### src/rtl/ghost_mode_seq_pkg.sv
// rtl/ghost_mode_seq_pkg.sv - shared types and constants for the ghost mode sequencer
package ghost_mode_pkg;

    localparam int CNT_W     = 8;
    localparam int PHASE_CNT = 8;
    localparam int PHASE_W   = $clog2(PHASE_CNT);

    typedef enum logic [1:0] {
        IDLE    = 2'b00,
        SCATTER = 2'b01,
        CHASE   = 2'b10,
        FRIGHT  = 2'b11
    } ghost_mode_t;

endpackage

### src/rtl/ghost_mode_seq_if.sv
// rtl/ghost_mode_seq_if.sv - game-event inputs and mode outputs of the ghost mode sequencer
interface ghost_mode_seq_if;
    import ghost_mode_pkg::*;

    logic               game_tick;
    logic               level_start;
    logic               power_pellet;
    logic               pause;
    logic [1:0]         mode;
    logic [PHASE_W-1:0] phase;
    logic               reverse;
    logic               flash;

    // Game logic side: raises events, reads the mode
    modport master (
        output game_tick, level_start, power_pellet, pause,
        input  mode, phase, reverse, flash
    );

    // Sequencer side
    modport slave (
        input  game_tick, level_start, power_pellet, pause,
        output mode, phase, reverse, flash
    );
endinterface

### src/rtl/ghost_mode_seq_phase_table.sv
// rtl/ghost_mode_seq_phase_table.sv - phase number to duration and scatter/chase lookup
module ghost_phase_table
    import ghost_mode_pkg::*;
#(
    parameter int SCAT_LONG  = 14,
    parameter int SCAT_SHORT = 10,
    parameter int CHASE_LEN  = 40
) (
    input  logic [PHASE_W-1:0] phase,
    output logic [CNT_W-1:0]   dur,
    output logic               is_scatter
);

    localparam logic [CNT_W-1:0] SCAT_LONG_W  = CNT_W'(SCAT_LONG);
    localparam logic [CNT_W-1:0] SCAT_SHORT_W = CNT_W'(SCAT_SHORT);
    localparam logic [CNT_W-1:0] CHASE_LEN_W  = CNT_W'(CHASE_LEN);

    // Even phases scatter, odd phases chase; the terminal phase has no duration
    always_comb begin
        is_scatter = ~phase[0];
        case (phase)
            3'd0, 3'd2:       dur = SCAT_LONG_W;
            3'd4, 3'd6:       dur = SCAT_SHORT_W;
            3'd1, 3'd3, 3'd5: dur = CHASE_LEN_W;
            default:          dur = '0;
        endcase
    end

endmodule

### src/rtl/ghost_mode_seq.sv
// rtl/ghost_mode_seq.sv - scatter/chase/frightened mode sequencer; GHOST_FLASH_WARN_EN enables flash
module ghost_mode_seq
    import ghost_mode_pkg::*;
#(
    parameter int SCAT_LONG  = 14,
    parameter int SCAT_SHORT = 10,
    parameter int CHASE_LEN  = 40,
    parameter int FRIGHT_LEN = 12,
    parameter int FLASH_LEN  = 4
) (
    input  logic               Clk,
    input  logic               Reset,
    ghost_mode_seq_if.slave    bus
);

    localparam logic [CNT_W-1:0]   SCAT_LONG_W  = CNT_W'(SCAT_LONG);
    localparam logic [CNT_W-1:0]   FRIGHT_W     = CNT_W'(FRIGHT_LEN);
    localparam logic [PHASE_W-1:0] LAST_PHASE   = PHASE_W'(PHASE_CNT - 1);

    ghost_mode_t        state_q, state_d;
    logic [CNT_W-1:0]   phase_cnt_q, phase_cnt_d;
    logic [CNT_W-1:0]   fright_cnt_q, fright_cnt_d;
    logic [PHASE_W-1:0] phase_q, phase_d;
    logic               reverse_q, reverse_d;
    logic               tick_eff;
    logic [PHASE_W-1:0] tbl_phase;
    logic [CNT_W-1:0]   tbl_dur;
    logic               tbl_scatter;

    // While frightened we only need the current phase's flavour to resume;
    // otherwise the lookup is for the phase we would advance into.
    assign tbl_phase = (state_q == FRIGHT) ? phase_q : phase_q + PHASE_W'(1);

    ghost_phase_table #(
        .SCAT_LONG  (SCAT_LONG),
        .SCAT_SHORT (SCAT_SHORT),
        .CHASE_LEN  (CHASE_LEN)
    ) u_table (
        .phase      (tbl_phase),
        .dur        (tbl_dur),
        .is_scatter (tbl_scatter)
    );

    assign tick_eff = bus.game_tick & ~bus.pause;

    // Next-state logic: level_start beats power_pellet beats tick_eff
    always_comb begin
        state_d      = state_q;
        phase_cnt_d  = phase_cnt_q;
        fright_cnt_d = fright_cnt_q;
        phase_d      = phase_q;
        reverse_d    = 1'b0;
        if (bus.level_start) begin
            state_d      = SCATTER;
            phase_d      = '0;
            phase_cnt_d  = SCAT_LONG_W;
            fright_cnt_d = '0;
        end else begin
            case (state_q)
                SCATTER, CHASE: begin
                    if (bus.power_pellet) begin
                        // Any simultaneous tick is dropped
                        reverse_d = 1'b1;
                        if (FRIGHT_W != '0) begin
                            state_d      = FRIGHT;
                            fright_cnt_d = FRIGHT_W;
                        end
                    end else if (tick_eff && phase_q != LAST_PHASE) begin
                        if (phase_cnt_q == CNT_W'(1)) begin
                            phase_d     = phase_q + PHASE_W'(1);
                            phase_cnt_d = tbl_dur;
                            state_d     = tbl_scatter ? SCATTER : CHASE;
                            reverse_d   = 1'b1;
                        end else begin
                            phase_cnt_d = phase_cnt_q - CNT_W'(1);
                        end
                    end
                end
                FRIGHT: begin
                    if (bus.power_pellet) begin
                        fright_cnt_d = FRIGHT_W;
                    end else if (tick_eff) begin
                        fright_cnt_d = fright_cnt_q - CNT_W'(1);
                        if (fright_cnt_q == CNT_W'(1)) begin
                            state_d = tbl_scatter ? SCATTER : CHASE;
                        end
                    end
                end
                default: begin
                end
            endcase
        end
    end

    // State and output registers
    always_ff @(posedge Clk) begin
        if (Reset) begin
            state_q      <= IDLE;
            phase_cnt_q  <= '0;
            fright_cnt_q <= '0;
            phase_q      <= '0;
            reverse_q    <= 1'b0;
        end else begin
            state_q      <= state_d;
            phase_cnt_q  <= phase_cnt_d;
            fright_cnt_q <= fright_cnt_d;
            phase_q      <= phase_d;
            reverse_q    <= reverse_d;
        end
    end

`ifdef GHOST_FLASH_WARN_EN
    localparam logic [CNT_W-1:0] FLASH_W = CNT_W'(FLASH_LEN);

    logic flash_q, flash_d;

    // Warn during the last frightened ticks; computed from next state so it lines up with mode
    always_comb begin
        flash_d = (state_d == FRIGHT) && (fright_cnt_d <= FLASH_W);
    end

    // Flash register
    always_ff @(posedge Clk) begin
        if (Reset) begin
            flash_q <= 1'b0;
        end else begin
            flash_q <= flash_d;
        end
    end

    assign bus.flash = flash_q;
`else
    assign bus.flash = 1'b0;
`endif

    assign bus.mode    = state_q;
    assign bus.phase   = phase_q;
    assign bus.reverse = reverse_q;

endmodule

### src/flat_wrapper.sv
// flat-port wrapper written by rule: the top's interface ports become plain ports
module ghost_mode_seq_flat import ghost_mode_pkg::*;
#(
    parameter int SCAT_LONG  = 14,
    parameter int SCAT_SHORT = 10,
    parameter int CHASE_LEN  = 40,
    parameter int FRIGHT_LEN = 12,
    parameter int FLASH_LEN  = 4
)
  (Clk, Reset, bus_game_tick, bus_level_start, bus_power_pellet, bus_pause, bus_mode, bus_phase, bus_reverse, bus_flash);
  ghost_mode_seq_if bus_i ();
  input  logic Clk;
  input  logic Reset;
  input wire logic [$bits(bus_i.game_tick)-1:0] bus_game_tick;
  input wire logic [$bits(bus_i.level_start)-1:0] bus_level_start;
  input wire logic [$bits(bus_i.power_pellet)-1:0] bus_power_pellet;
  input wire logic [$bits(bus_i.pause)-1:0] bus_pause;
  output wire logic [$bits(bus_i.mode)-1:0] bus_mode;
  output wire logic [$bits(bus_i.phase)-1:0] bus_phase;
  output wire logic [$bits(bus_i.reverse)-1:0] bus_reverse;
  output wire logic [$bits(bus_i.flash)-1:0] bus_flash;
  assign bus_i.game_tick = bus_game_tick;
  assign bus_i.level_start = bus_level_start;
  assign bus_i.power_pellet = bus_power_pellet;
  assign bus_i.pause = bus_pause;
  assign bus_mode = bus_i.mode;
  assign bus_phase = bus_i.phase;
  assign bus_reverse = bus_i.reverse;
  assign bus_flash = bus_i.flash;
  ghost_mode_seq #(.SCAT_LONG(SCAT_LONG), .SCAT_SHORT(SCAT_SHORT), .CHASE_LEN(CHASE_LEN), .FRIGHT_LEN(FRIGHT_LEN), .FLASH_LEN(FLASH_LEN)) u_core (.Clk(Clk), .Reset(Reset), .bus(bus_i));
endmodule
### config.mk
export PLATFORM = sky130hd
export DESIGN_NAME = ghost_mode_seq_flat
export DESIGN_NICKNAME = d
export VERILOG_FILES = /design/src/rtl/ghost_mode_seq_pkg.sv /design/src/rtl/ghost_mode_seq_if.sv /design/src/rtl/ghost_mode_seq_phase_table.sv /design/src/rtl/ghost_mode_seq.sv /design/src/flat_wrapper.sv
export SDC_FILE = /design/constraint.sdc
export NUM_CORES = 1
export LEC_CHECK = 0
export BUFFER_PORTS_ARGS = -buffer_cell sky130_fd_sc_hd__buf_2
export CORE_MARGIN = 8
export CORE_UTILIZATION = 45
export DETAILED_ROUTE_END_ITERATION = 12
export PLACE_DENSITY = 0.67
export SLEW_MARGIN = 15
export SYNTH_ARGS = -nofsm -noshare
export SYNTH_HDL_FRONTEND = slang
export SYNTH_SLANG_ARGS = --single-unit
export TNS_END_PERCENT = 1
### constraint.sdc
create_clock -name Clk -period 2.3 [get_ports Clk]
set_input_delay 0.46 -clock Clk [delete_from_list [all_inputs] [get_ports Clk]]
set_output_delay 0.46 -clock Clk [all_outputs]
set_load 0.005 [all_outputs]
Word-level counts from Yosys, hierarchy flattened
Index checks and enable logic that the tools add are counted.

$add $sub $neg: 3. Bitwise gates (word level): 4. Multiplexer cells: 23. Eq/ne operators: 25. Reduce and logical (&&, ||, !) cells: 18.

Operator list (number): two-way mux 8 bit (4); one-hot mux 6 bit (3 select lines) (1); equality test 8 x 1 -> 1 bit, second input constant (2); two-way mux 4 bit (4); one-hot mux 8 bit (2 select lines) (1); subtractor 8 x 1 -> 8 bit, second input constant (2); two-way mux 2 bit (7); inequality test 3 x 2 -> 1 bit, second input constant (4); AND reduction 6 bit (2); equality test 3 bit, second input constant (3); inequality test 3 bit, second input constant (3); AND reduction 3 bit (3); inequality test 2 bit, second input constant (4); inequality test 4 x 3 -> 1 bit, second input constant (2); OR reduction 2 bit (4); equality test 3 x 2 -> 1 bit, second input constant (2); nonzero test 2 bit (3); OR reduction 3 bit (2); equality test 2 bit, second input constant (2); two-way mux 1 bit (4); one-hot mux 2 bit (2 select lines) (1); AND reduction 4 bit (1); adder 3 x 1 -> 3 bit, second input constant (1); equality test 3 x 1 -> 1 bit, second input constant (1); other kinds (8) (10).

Flip-flop bits (word level): 22. Input port bits: 6.

Logic depth before layout (Yosys ltp)
Depth after elaboration: 10. Gate-level depth with buffers: 8. Depth with buffers taken out: 7.

By module
From an unflattened synthesis, not the netlist that was laid out.

Cell total of the unflattened synthesis: 172. Area, all modules: 1417.6 um2.

Modules (own cells, without submodules): ghost_mode_seq (area an instance 1356.3 um2, sequential area each 440.4 um2, times used 1, cells each 162); ghost_phase_table (area an instance 61.3 um2, sequential area each 0.0 um2, times used 1, cells each 10).

Least setup slack after synthesis
Ideal clock, no wire load.

Path type: register to register. Start: register u_core.fright_cnt_q[4]. End: register u_core.state_q[0] (netlist: u_core.bus.mode[0]). Setup time: 79 ps. Arrival time: 1979 ps. Stages on the path, launching flop included: 6. Setup slack: 242 ps. Path buffers: 0. Clock period less this slack: 2058 ps. Required time: 2221 ps. Cells stage by stage: dfxtp_1 -> or4_1 -> or4_1 -> a22o_1 -> or3_1 -> o211ai_1.

Cells in the longest elaborated chain, start to end: 3.

Ends and longest elaborated chain: from (decl) (RTL line ghost_mode_seq.sv:22) `logic [CNT_W-1:0] fright_cnt_q, fright_cnt_d;`; from (signal assigned) (RTL line ghost_mode_seq.sv:106) `fright_cnt_q <= fright_cnt_d;`; equality test 8 x 1 -> 1 bit (RTL line ghost_mode_seq.sv:84) `if (fright_cnt_q == CNT_W'(1)) begin`; inequality test 3 bit (no source line); AND reduction 6 bit (no source line); to (signal assigned) (RTL line ghost_mode_seq.sv:104) `state_q <= state_d;`; to (decl) (RTL line ghost_mode_seq.sv:20) `ghost_mode_t state_q, state_d;`.

Every way passes these cells. A chain may end at the register's enable or synchronous reset.

Worst setup path after layout
Same ends and word-level chain as after synthesis.

==> results.toml <==
[status]
outcome = "finished, final reports clean"

[clocking]
ctsResizeCount = 0
path_clk_slew_ns = 0.12
cts_max_level = 1
ctsHoldBuffers = 0
numCtsBuffers = 3
cts-root-buf = "clkbuf_4"
cts_setup_buffers = 0
insertion_delay_ns = 0.31
cts_tree = "yes"
clockBufferDepth = 2
cts.sinks = 22

[synth]
yosysWarnings = 0
async_flop_share_pct = 0
ys.flop_type = "dfxtp_1"
synthAdderAreaFrac_pct = 7.72
synthTopCellsByCount = "dfxtp_1 (22), nor2_1 (21), a21oi_1 (14)"
synth-simple-area-share_pct = 26.4
synth_area_sq_mm = 0.00130
yosysMostFrequentCell = "dfxtp_1"
yosysTopAreaCellShare_pct = 34.0
synth_enable_flop_cells = 0
yosysTopAreaCell = "dfxtp_1"
seq_area_frac_synth_pct = 34.0
ys_types = 42
muxShareOfSynthArea_pct = 3.86
synthCells = 163
synth-seq-cells = 22
synth-xor-area-share_pct = 4.05
synth_area_per_cell_sq_um = 7.95
syn-num-nets = 177
synth_compound_area_share_pct = 18.4
synth_area_leaders = "dfxtp_1 (34%), ha_1 (7.7%), nor2_1 (6.1%)"
synth_top_family_by_area = "simple AND/OR/NAND/NOR gates"

[placed_design]
dp.cells = 200
place_area_sq_mm = 0.00138
port-buffer-count = 11
gp_congestion = 0.828
dp_hpwl_mm = 2.14
detailedPlace.worstSlack_ns = 0.138

[floorplan]
fp.dieH_um = 69.7
ios = 13
die-area_sq_mm = 0.00485
core_sq_mm = 0.00276
num_rows = 19
start_util_pct = 47.0
die_w_um = 69.7

[detailed_routing]
via_per_inst = 5.79
wl_per_cell_um = 13.7
first_pass_iters = 4
drc = 0
routed-via-count = 1176
wirelength_mm = 2.77
ant_nets = 0
dr.first_iter.drc_count = 72

[timing]
rsz0062_at_grt = "false"
min_period_ns = 2.19
final_max_slew_viol_count = 0
setup_viol = 0
clock_skew_ns = 0.000843
hold_viol_final = 0
hold_slack_ns = 0.407
worst_slew_pin_slew_ns = 0.570
setup_tns_ns = 0
finalCritPeriodShare_pct = 95.0
clock.fmax_mhz = 457
finalWorstSetupSlack_ns = 0.114
max_slew_margin_pct = 61.7

[power]
power_mw = 0.900
irDropWorstVdd_v = 0.000458
p_leak_nw = 0.562
powerDensity_mw_per_mm2 = 642

[setup_path]
setup.worst_path.start_class = "flop"
cp_max_fo = 5
cp.arrival_ns = 2.43
rr_startpoint = "u_core.fright_cnt_q[4]"
timing.rr.end = "u_core.bus.mode[0]"
r2r_slack_ns = 0.11
reg2regPathDepth = 5
crit_path_end_kind = "flop"
crit_type = "reg2reg"
critPathRequiredTime_ns = 2.54

[layout]
drive_gt1_share_pct = 12.2
diodes = 0
finalInstanceArea_sq_mm = 0.00140
finish.utilization_pct = 50.8
final_cells = 203
num-nets-final = 188
syn_to_final_growth_pct = 8.11

[global_route]
grt_pass1_wl_mm = 4.67
antenna_found_initial = 0
gr-total-overflow = 0
grt_usage_pct = 11.3
grt_max_degree = 16
grt_pass1_vias = 1111

[job]
drv_cap = 0

[hold_path]
hp-class = "in2reg"
hold_path_end = "u_core.phase_cnt_q[2]"
worstHoldPathCells = 2
min_from = "Reset"
[cell families (layout without fill, tap and decap cells)]
| group | Yosys count | count (layout) |
|---|---|---|
| adders and majority gates | 8 | 8 |
| AOI/OAI and AO/OA | 38 | 38 |
| other | 1 | 1 |
| and+or+nand+nor | 66 | 66 |
| xor gates and xnor gates | 6 | 6 |
| muxes | 5 | 5 |
| DFF | 22 | 22 |
| buffers and inverters | 17 | 26 |
[per-layer routing]
metal	GRT usage, %	routed length [um]	up-vias
met3	2.43	113	7
li1	-	-	596
met2	18.8	1380	25
met4	5.80	57	0
met5	0	0	-
met1	13.1	1220	548
[placed cells by master, fill, tap and decap left out, types with 4 or more instances in the layout]
cell / n
dfxtp_1: 22
nor2_1: 21
a21oi_1: 14
buf_2: 11
nand2_1: 10
inv_1: 9
ha_1: 8
nand3_1: 7
mux2i_1: 5
o21ai_0: 5
nor3b_1: 4
nor3_1: 4
xor2_1: 4
[worst max-delay path by stage]
| stage | start | slack, ns | end | cells past startpoint |
|---|---|---|---|---|
| after floorplan | u_core.fright_cnt_q[4] | 0.24 | u_core.bus.mode[0] | 5 |
| after global placement | u_core.fright_cnt_q[4] | 0.19 | u_core.bus.mode[0] | 5 |
| after detailed placement | u_core.fright_cnt_q[4] | 0.14 | u_core.bus.mode[0] | 5 |
| after CTS | u_core.fright_cnt_q[4] | 0.11 | u_core.bus.mode[0] | 5 |
| after global routing | u_core.fright_cnt_q[4] | 0.03 | u_core.bus.mode[0] | 5 |
| final | u_core.fright_cnt_q[4] | 0.11 | u_core.bus.mode[0] | 5 |
[critical path, cell delays in order, from the launching register on]
cell and delay (ns):
dfxtp_1 0.36, or4_1 0.55, or4_1 0.49, a22o_1 0.28
or3_1 0.35, o211ai_1 0.08
[cell type report]
class | count | area (sq um)
Multi-Input combinational cell | 124 | 788
Clock buffer | 3 | 22.5
Sequential cell | 22 | 440
Inverter | 9 | 33.8
Timing Repair Buffer | 14 | 77.6
Tap cell | 31 | 38.8
Fill cell | 276 | 1360
[flip-flops by register name, summed over array words and instances, names as in the netlist]
name / cells
u_core.bus.mode: 2
u_core.bus.phase: 3
u_core.bus.reverse: 1
u_core.fright_cnt_q: 8
u_core.phase_cnt_q: 8
[power by group]
part | total, mW | switching, mW | internal, mW
registers | 0.439 | 0.0283 | 0.410
clock network | 0.176 | 0.115 | 0.0612
logic | 0.285 | 0.156 | 0.129
Power figures use the tool's default switching activity.
